### src/rtl/tff_arb_pkg.sv
// Shared types and winner-selection helpers for tff_toggle_arbiter.
package tff_arb_pkg;

   typedef enum logic [1:0] {IDLE = 2'b00, APPLY = 2'b01, DONE = 2'b10} state_t;

   localparam int N_REQ_DEF = 4;
   localparam int WIDTH_DEF = 8;
   localparam int MAX_REQ   = 32;
   localparam int IDX_W     = $clog2(MAX_REQ);

   // First set request strictly after 'last', wrapping over n requesters.
   function automatic int rr_pick(input logic [MAX_REQ-1:0] req, input int last, input int n);
      int idx;
      rr_pick = last;
      for (int k = MAX_REQ; k >= 1; k--) begin
         if (k <= n) begin
            idx = (last + k) % n;
            if (req[idx[IDX_W-1:0]]) rr_pick = idx;
         end
      end
   endfunction

   function automatic int fp_pick(input logic [MAX_REQ-1:0] req, input int n);
      fp_pick = 0;
      for (int i = MAX_REQ - 1; i >= 0; i--) begin
         if (i < n && req[i[IDX_W-1:0]]) fp_pick = i;
      end
   endfunction

endpackage

### src/rtl/tff_bank.sv
// Bank of WIDTH independent toggle flip-flops with per-bit enables.
module tff_bank #(
   parameter int WIDTH = 8
) (
   input  logic             clk,
   input  logic             rst,
   input  logic [WIDTH-1:0] t,
   output logic [WIDTH-1:0] q
);

   for (genvar k = 0; k < WIDTH; k++) begin : g_tff
      always_ff @(posedge clk or negedge rst) begin
         if (!rst)     q[k] <= 1'b0;
         else if (t[k]) q[k] <= ~q[k];
      end
   end

endmodule

### src/rtl/tff_toggle_arbiter.sv
// Round-robin arbiter granting one requester's toggle mask to a shared T-FF bank.
// TFF_ARB_FIXED_PRIO_EN selects fixed lowest-index priority instead of round-robin.
module tff_toggle_arbiter
   import tff_arb_pkg::*;
#(
   parameter  int N_REQ = N_REQ_DEF,
   parameter  int WIDTH = WIDTH_DEF,
   localparam int IDW   = (N_REQ > 1) ? $clog2(N_REQ) : 1
) (
   input  logic                   clk,
   input  logic                   rst,
   input  logic [N_REQ-1:0]       req,
   input  logic [N_REQ*WIDTH-1:0] mask,
   output logic [N_REQ-1:0]       ack,
   output logic [WIDTH-1:0]       q,
   output logic                   busy,
   output logic [IDW-1:0]         grant_id
);

   state_t                          state, state_nxt;
   logic [WIDTH-1:0]                mask_r, sel_mask, t;
   logic [IDW-1:0]                  win;
   logic [N_REQ-1:0][WIDTH-1:0]     slices;
`ifndef TFF_ARB_FIXED_PRIO_EN
   logic [IDW-1:0]                  last;
`endif

   assign slices = mask;
   assign busy   = (state != IDLE);
   assign t      = (state == APPLY) ? mask_r : '0;

   always_comb begin
`ifdef TFF_ARB_FIXED_PRIO_EN
      win = IDW'(fp_pick(MAX_REQ'(req), N_REQ));
`else
      win = IDW'(rr_pick(MAX_REQ'(req), int'(last), N_REQ));
`endif
      sel_mask = slices[win];
   end

   always_comb begin
      state_nxt = state;
      case (state)
         IDLE:    if (|req) state_nxt = APPLY;
         APPLY:   state_nxt = DONE;
         DONE:    state_nxt = IDLE;
         default: state_nxt = IDLE;
      endcase
   end

   // Mask is latched at grant so later req/mask changes cannot alter the toggle.
   always_ff @(posedge clk or negedge rst) begin
      if (!rst) begin
         state    <= IDLE;
         mask_r   <= '0;
         grant_id <= '0;
         ack      <= '0;
`ifndef TFF_ARB_FIXED_PRIO_EN
         last     <= IDW'(N_REQ - 1);
`endif
      end else begin
         state <= state_nxt;
         ack   <= '0;
         if (state == IDLE && |req) begin
            mask_r   <= sel_mask;
            grant_id <= win;
`ifndef TFF_ARB_FIXED_PRIO_EN
            last     <= win;
`endif
         end
         if (state == APPLY) ack[grant_id] <= 1'b1;
      end
   end

   tff_bank #(.WIDTH(WIDTH)) u_bank (
      .clk (clk),
      .rst (rst),
      .t   (t),
      .q   (q)
   );

endmodule

### config.mk
export PLATFORM = sky130hd
export DESIGN_NAME = tff_toggle_arbiter
export DESIGN_NICKNAME = d
export VERILOG_FILES = /design/src/rtl/tff_arb_pkg.sv /design/src/rtl/tff_bank.sv /design/src/rtl/tff_toggle_arbiter.sv
export SDC_FILE = /design/constraint.sdc
export NUM_CORES = 1
export LEC_CHECK = 0
export CORE_AREA = 2 2 49 86
export DETAILED_ROUTE_END_ITERATION = 12
export DIE_AREA = 0 0 51 88
export PLACE_DENSITY = 0.66
export RECOVER_POWER = 50
export SLEW_MARGIN = 20
export SYNTH_ARGS = -nofsm -noshare
export SYNTH_HDL_FRONTEND = slang
export SYNTH_SLANG_ARGS = --single-unit
### constraint.sdc
create_clock -name clk -period 4.6 [get_ports clk]
set_input_delay 0.46 -clock clk [delete_from_list [all_inputs] [get_ports clk]]
set_output_delay 0.46 -clock clk [all_outputs]
set_load 0.01 [all_outputs]
Yosys cells after proc, flatten, opt, wreduce, memory -nomap -nowiden
Cells that the tools add are included.
{"block": "totals", "elab_cells": 67, "ff_bits": 26, "inputBits": 38, "output_inout_bits": 15}
{"block": "op_classes", "mux": 20, "order_cmp": 7, "reduce_logical": 9, "eq_ne": 2, "add_sub_neg": 4, "bitwise_logic": 12}
{"operator": "$lt 5x6->1 const B", "n": 4}
{"operator": "$bmux 8 s2", "n": 1}
{"operator": "$mux 8", "n": 2}
{"operator": "$bmux 1 s3", "n": 4}
{"operator": "$mux 2", "n": 5}
{"operator": "$not 1->1", "n": 8}
{"operator": "$reduce_or 2->1", "n": 4}
{"operator": "$lt 2x3->1 const B", "n": 2}
{"operator": "$mux 1", "n": 5}
{"operator": "$add 2x1->2 const B", "n": 2}
{"operator": "$add 2x2->2 const B", "n": 2}
{"operator": "$and 1x1->1 const A", "n": 4}
{"operator": "$mux 4", "n": 1}
{"operator": "$pmux 2 s2", "n": 1}
{"operator": "$reduce_or 4->1", "n": 1}
{"operator": "$demux 1 s2", "n": 1}
{"operator": "$eq 2x1->1 const B", "n": 1}
{"operator": "$ge 2x1->1 const B", "n": 1}
{"operator": "$logic_and 1x1->1", "n": 2}
{"operator": "$logic_not 2->1", "n": 1}
{"operator": "$ne 2x2->1 const B", "n": 1}
{"operator": "$reduce_bool 2->1", "n": 1}

Depth between registers and ports, before layout
{"block": "logic_depth", "word_depth": 11, "mapped_depth": 6, "mapped_depth_nobuf": 5}

Hierarchy
Synthesis repeated with hierarchy kept, for this count alone.
{"block": "hier_totals", "cells_unflattened": 117, "hier_area_um2": 1307.5}
{"module": "tff_toggle_arbiter", "seq_area_each_um2": 452.9, "instances": 1, "area_per_inst_um2": 1037.2, "cells_each": 101}
{"module": "tff_bank", "seq_area_each_um2": 200.2, "instances": 1, "area_per_inst_um2": 270.3, "cells_each": 16}

Worst setup path after synthesis
Ideal clock, no wire load.
{"block": "synth_timing", "kind": "register -> register", "start": "reg last[0]", "end": "reg mask_r[5]", "setup_ns": 0.141, "path_stages_with_launch": 6, "t_required_ns": 4.459, "slack_ns": 2.942, "synth_period_minus_slack_ns": 1.658, "arrival_time_ns": 1.517, "n_path_buf": 1, "cell_sequence": "dfstp_2 or3b_4 buf_2 and2_1 a221oi_1 a211oi_1"}
{"block": "synth_between", "elab_chain_cells": 11, "word_cells_on_any_way": 26, "classes_between": "add/sub (4); mux (14); bitwise (4); reduce/logical (4)"}
{"element": "start, declared", "line_no": "tff_toggle_arbiter.sv:25", "rtl": "logic [IDW-1:0] last;"}
{"element": "start signal, assigned", "line_no": "tff_toggle_arbiter.sv:59", "rtl": "last <= IDW'(N_REQ - 1);"}
{"element": "start signal, assigned", "line_no": "tff_toggle_arbiter.sv:68", "rtl": "last <= win;"}
{"element": "$add 2x1->2", "line_no": "tff_arb_pkg.sv:17", "rtl": "idx = (last + k) % n;"}
{"element": "$reduce_or 2->1 (no source line)"}
{"element": "$and 1x1->1 (no source line)"}
{"element": "$bmux 1 s3", "line_no": "tff_arb_pkg.sv:18", "rtl": "if (req[idx[IDX_W-1:0]]) rr_pick = idx;"}
{"element": "$mux 1 (not written as such)", "line_no": "tff_arb_pkg.sv:18"}
{"element": "$mux 2 (3 in a row)", "line_no": "tff_arb_pkg.sv:18"}
{"element": "$mux 2 *", "line_no": "tff_arb_pkg.sv:18"}
{"element": "$bmux 8 s2 *", "line_no": "tff_toggle_arbiter.sv:38", "rtl": "sel_mask = slices[win];"}
{"element": "$mux 8 (not written as such) *", "line_no": "tff_toggle_arbiter.sv:38"}
{"element": "end signal, assigned", "line_no": "tff_toggle_arbiter.sv:65", "rtl": "mask_r <= sel_mask;"}
{"element": "end, declared", "line_no": "tff_toggle_arbiter.sv:21", "rtl": "logic [WIDTH-1:0] mask_r, sel_mask, t;"}
Mark *: on every way between the ends. The rest lies on a longest branch, timed or not. The select of a mux whose other input is x is not followed.
A chain may end at the register's enable or synchronous reset.

Worst setup path in the final report
{"block": "layout_timing", "start": "in req[2]", "end": "reg mask_r[3]"}
{"block": "layout_between", "elab_chain_cells": 8, "word_cells_on_any_way": 16, "classes_between": "mux (14); reduce/logical (2)"}
{"element": "start, declared", "line_no": "tff_toggle_arbiter.sv:12", "rtl": "input logic [N_REQ-1:0] req,"}
{"element": "$bmux 1 s3", "line_no": "tff_arb_pkg.sv:18"}
{"element": "$mux 1 (not written as such)", "line_no": "tff_arb_pkg.sv:18"}
{"element": "$mux 2 (4 in a row)", "line_no": "tff_arb_pkg.sv:18"}
{"element": "$bmux 8 s2", "line_no": "tff_toggle_arbiter.sv:38"}
{"element": "$mux 8 (not written as such)", "line_no": "tff_toggle_arbiter.sv:38"}
Several ways; a longest one is shown, not always the timed one. The select of a mux whose other input is x is not followed.

==> impl_metrics.csv <==
group,metric,value,unit
final_layout,finish.net_count,207,
timing,report.final.slew_viol_count,0,
final_layout,antenna_cells_inserted,0,
timing,finalHoldWorstSlack,0.471,ns
timing,slew-limit-headroom,10.6,%
route,avgViaCountPerCell,4.94,
timing,fmax,432,MHz
clocking,cts_max_level,1,
synthesis,netlist-cell-type-count,31,
critical_path,worst-path-stages,6,
power,ir_worst_vdd,249,uV
placed_design,placement.setup.worst_slack,2.02,ns
critical_path,critPathBufInv,1,
global_routing,groute.usage.overall,13.7,%
floorplan,placeableCoreArea,0.00379,mm2
global_routing,via_count_of_the_first_global_routing_pass,1104,
route,firstDrtPassIters,4,
clocking,clock_slew_seen_by_the_registers_of_the_worst_setup_and_hold_paths,0.09,ns
clocking,post-cts-setup-buffers,0,
critical_path,worstSetupPathType,"input port to register",
critical_path,startpoint_type,"input port",
power,sw_pwr,0.412,mW
timing,grt_setup_unrepaired,"false",
floorplan,start_util,34.0,%
final_layout,finish.utilization,50.1,%
clocking,cts_hold_repair.buffers,0,
critical_path,ff2ff_path_depth,5,
route,avgRoutedWirePerCell,13.0,um
timing,worstMarginPinSlew,1.34,ns
timing,totalNegativeSetupSlack,0,ns
route,drt_iter0_markers,23,
power,internal_power,0.761,mW
power,clock_power_share,15.7,%
final_layout,area_growth_from_synthesis_to_final_layout,47.5,%
flow_run,timing.max_cap.violations,0,
timing,post-route-min-period,2.31,ns
power,swShare,35.1,%
synthesis,ys_seq_area_share,50.7,%
min_path,min-delay-path-class,"input port to asynchronous set/reset pin",
timing,finalSetupViolCount,0,
power,share_seq_of_total_power,36.2,%
power,p_per_area,618,mW/mm2
floorplan,boundaryPins,53,
placed_design,placement_stage_cell_area,0.00183,mm2
critical_path,critPathTopFamily,"compound AO/OA/AOI/OAI gates",
critical_path,worstPathArrival,2.45,ns
critical_path,cell_at_the_slowest_stage_of_the_critical_path,"sky130_fd_sc_hd__a21oi_2",
synthesis,synth.cell_area,0.00129,mm2
critical_path,crit_path_max_incr_delay,0.54,ns
timing,fin_worst_skew,0.00592,ns
synthesis,synthCells,117,
synthesis,number_of_storage_elements_in_the_synthesis_netlist,26,
timing,layout_setup_ws,2.29,ns
floorplan,dieArea,0.00449,mm2
synthesis,avgSynthCellArea,11.0,um2
floorplan,die_y_extent,88,um
outcome,run_status,"finished clean",
synthesis,synthesis.nets,155,
floorplan,placementRows,30,
critical_path,timing.critical_path.fanout_max,17,
final_layout,design_area,0.00190,mm2
critical_path,path_cells,"clkdlybuf4s50_1 -> nor2_1 -> a21oi_2 -> o311ai_2 -> a221oi_1 -> a211oi_1",
timing,timing.final.crit_share,50.3,%
route,detail-route-antenna-nets,0,
clocking,clock_latency,0.26,ns
floorplan,die-width,51,um
final_layout,layout-drive-gt1-share,7.14,%
global_routing,grt_first_pass_wirelength,4730,um
synthesis,yosysWarningCount,0,
clocking,root_buffer,"sky130_fd_sc_hd__clkbuf_8",
power,power.share.combinational,48.1,%
placed_design,placement.io_buffers,52,
global_routing,grt_antenna_before_repair,0,
clocking,cts-root-to-sink-buffers,2,
critical_path,crit_required,4.73,ns
critical_path,worstSetupEndpointType,"register",
placed_design,dp.final_hpwl,2300,um
power,power_leakage,0.750,nW
clocking,post_cts_resized,0,
placed_design,place.gp.congestion,0.717,
route,routed_wl,2800,um
global_routing,sum_of_overflow_across_all_layers_after_global_routing,0,
clocking,number_of_buffers_inserted_during_clock_tree_synthesis,3,
timing,report.final.hold_viol_count,0,
clocking,cts.sink_count,26,
route,drt_drc_violations_left,0,
clocking,tritoncts,"done",
route,vias,1067,
global_routing,grt_max_degree,27,
-- cell type report --
class	instances	area, um2
fillers	348	1890
flip-flops and latches	26	653
multi-input cells	85	597
repair buffers	52	514
well taps	48	60.1
clock buffers	3	41.3
clock inverters	1	30.0
inverters	1	3.75
-- power by group through the flow --
stage / registers [mW] / clock network, mW / logic (mW)
floorplan: 0.439 / 0 / 0.353
global placement: 0.425 / 0 / 0.560
detailed placement: 0.430 / 0 / 0.572
CTS: 0.426 / 0.190 / 0.574
global route: 0.440 / 0.197 / 0.626
finish: 0.424 / 0.184 / 0.565
-- worst register-to-register path, delay by kind of cell (launching register included) --
family	cells	cell delay [ns]
flops	1	0.37
simple gates	1	0.26
compound gates	4	1.37
-- stage by stage --
stage	power, mW	cells
after floorplan	0.791	117
after global placement	0.984	212
after detailed placement	1.00	212
after CTS	1.19	216
after global routing	1.26	216
final	1.17	216
-- path summary, 6_finish.rpt --
check	from	to	slack (ns)
worst max-delay path	req[2]	mask_r[3]$_DFFE_PN0P_	2.29
worst min-delay path	rst	u_bank.q[0]$_DFFE_PN0P_	0.47
worst max register to register	state[0]$_DFFE_PN0P_	mask_r[3]$_DFFE_PN0P_	2.47
worst min register to register	u_bank.q[5]$_DFFE_PN0P_	u_bank.q[5]$_DFFE_PN0P_	0.47
max in group asynchronous	rst	u_bank.q[6]$_DFFE_PN0P_	3.34
min in group clk	u_bank.q[5]$_DFFE_PN0P_	u_bank.q[5]$_DFFE_PN0P_	0.47
-- cells by family after synthesis --
| kind of cell | after synthesis | share of synthesized area, % |
|---|---|---|
| flip-flops | 26 | 50.7 |
| AO/OA/AOI/OAI | 26 | 16.5 |
| AND/OR/NAND/NOR | 43 | 18.2 |
| multiplexers | 8 | 6.22 |
| buffers and inverters | 6 | 2.91 |
| XOR/XNOR | 8 | 5.44 |
-- synth_stat cells (all sizes together) --
master	instances	share of area [%]
nor2	13	3.8
xnor2	8	5.4
dfrtp	24	47
mux2i	8	6.2
or3	1	0.49
o21ai	3	1.5
or2	1	0.49
and2	9	4.4
a21boi	1	0.87
and3b	1	0.68
a21oi	1	0.68
nand3	1	1.4
a211oi	8	4.7
or3b	1	0.87
clkbuf	1	0.29
nand2	9	2.6
o21bai	1	0.58
dfstp	2	4.1
buf	4	2.3
a31oi	2	0.97
nor2b	5	2.4
nor3b	1	0.58
o21a	1	0.58
and3	1	0.49
a221oi	8	5.4
inv	1	0.29
o311ai	1	1.3
-- placed cells by master, fill, tap and decap left out, drive strengths merged --
cell type      instances
clkdlybuf4s50         51
dfrtp                 24
nor2                  13
nand2                  9
and2                   9
xnor2                  8
mux2i                  8
a221oi                 8
a211oi                 8
nor2b                  5
clkbuf                 4
o21ai                  3
a31oi                  2
dfstp                  2
nor3b                  1
and3b                  1
or2                    1
and3                   1
a21oi                  1
or3                    1
a21boi                 1
or3b                   1
inv                    1
nand3                  1
o311ai                 1
o21a                   1
o21bai                 1
bufinv                 1
-- state kept, by name, indices dropped and copies added, names as in the netlist --
signal    count
ack           4
grant_id      2
mask_r        8
u_bank.q      8
last          2
state         2
-- routing by layer --
layer	up-vias	global-route usage [%]	part of all wire [%]	wire length, um
met4	0	6.63	1.1	32
met2	39	25.6	56	1570
met1	509	14.4	38	1060
met3	2	2.39	5.0	139
met5	-	0	0	0
li1	517	-	-	-
(Power assumes the default switching activity.)
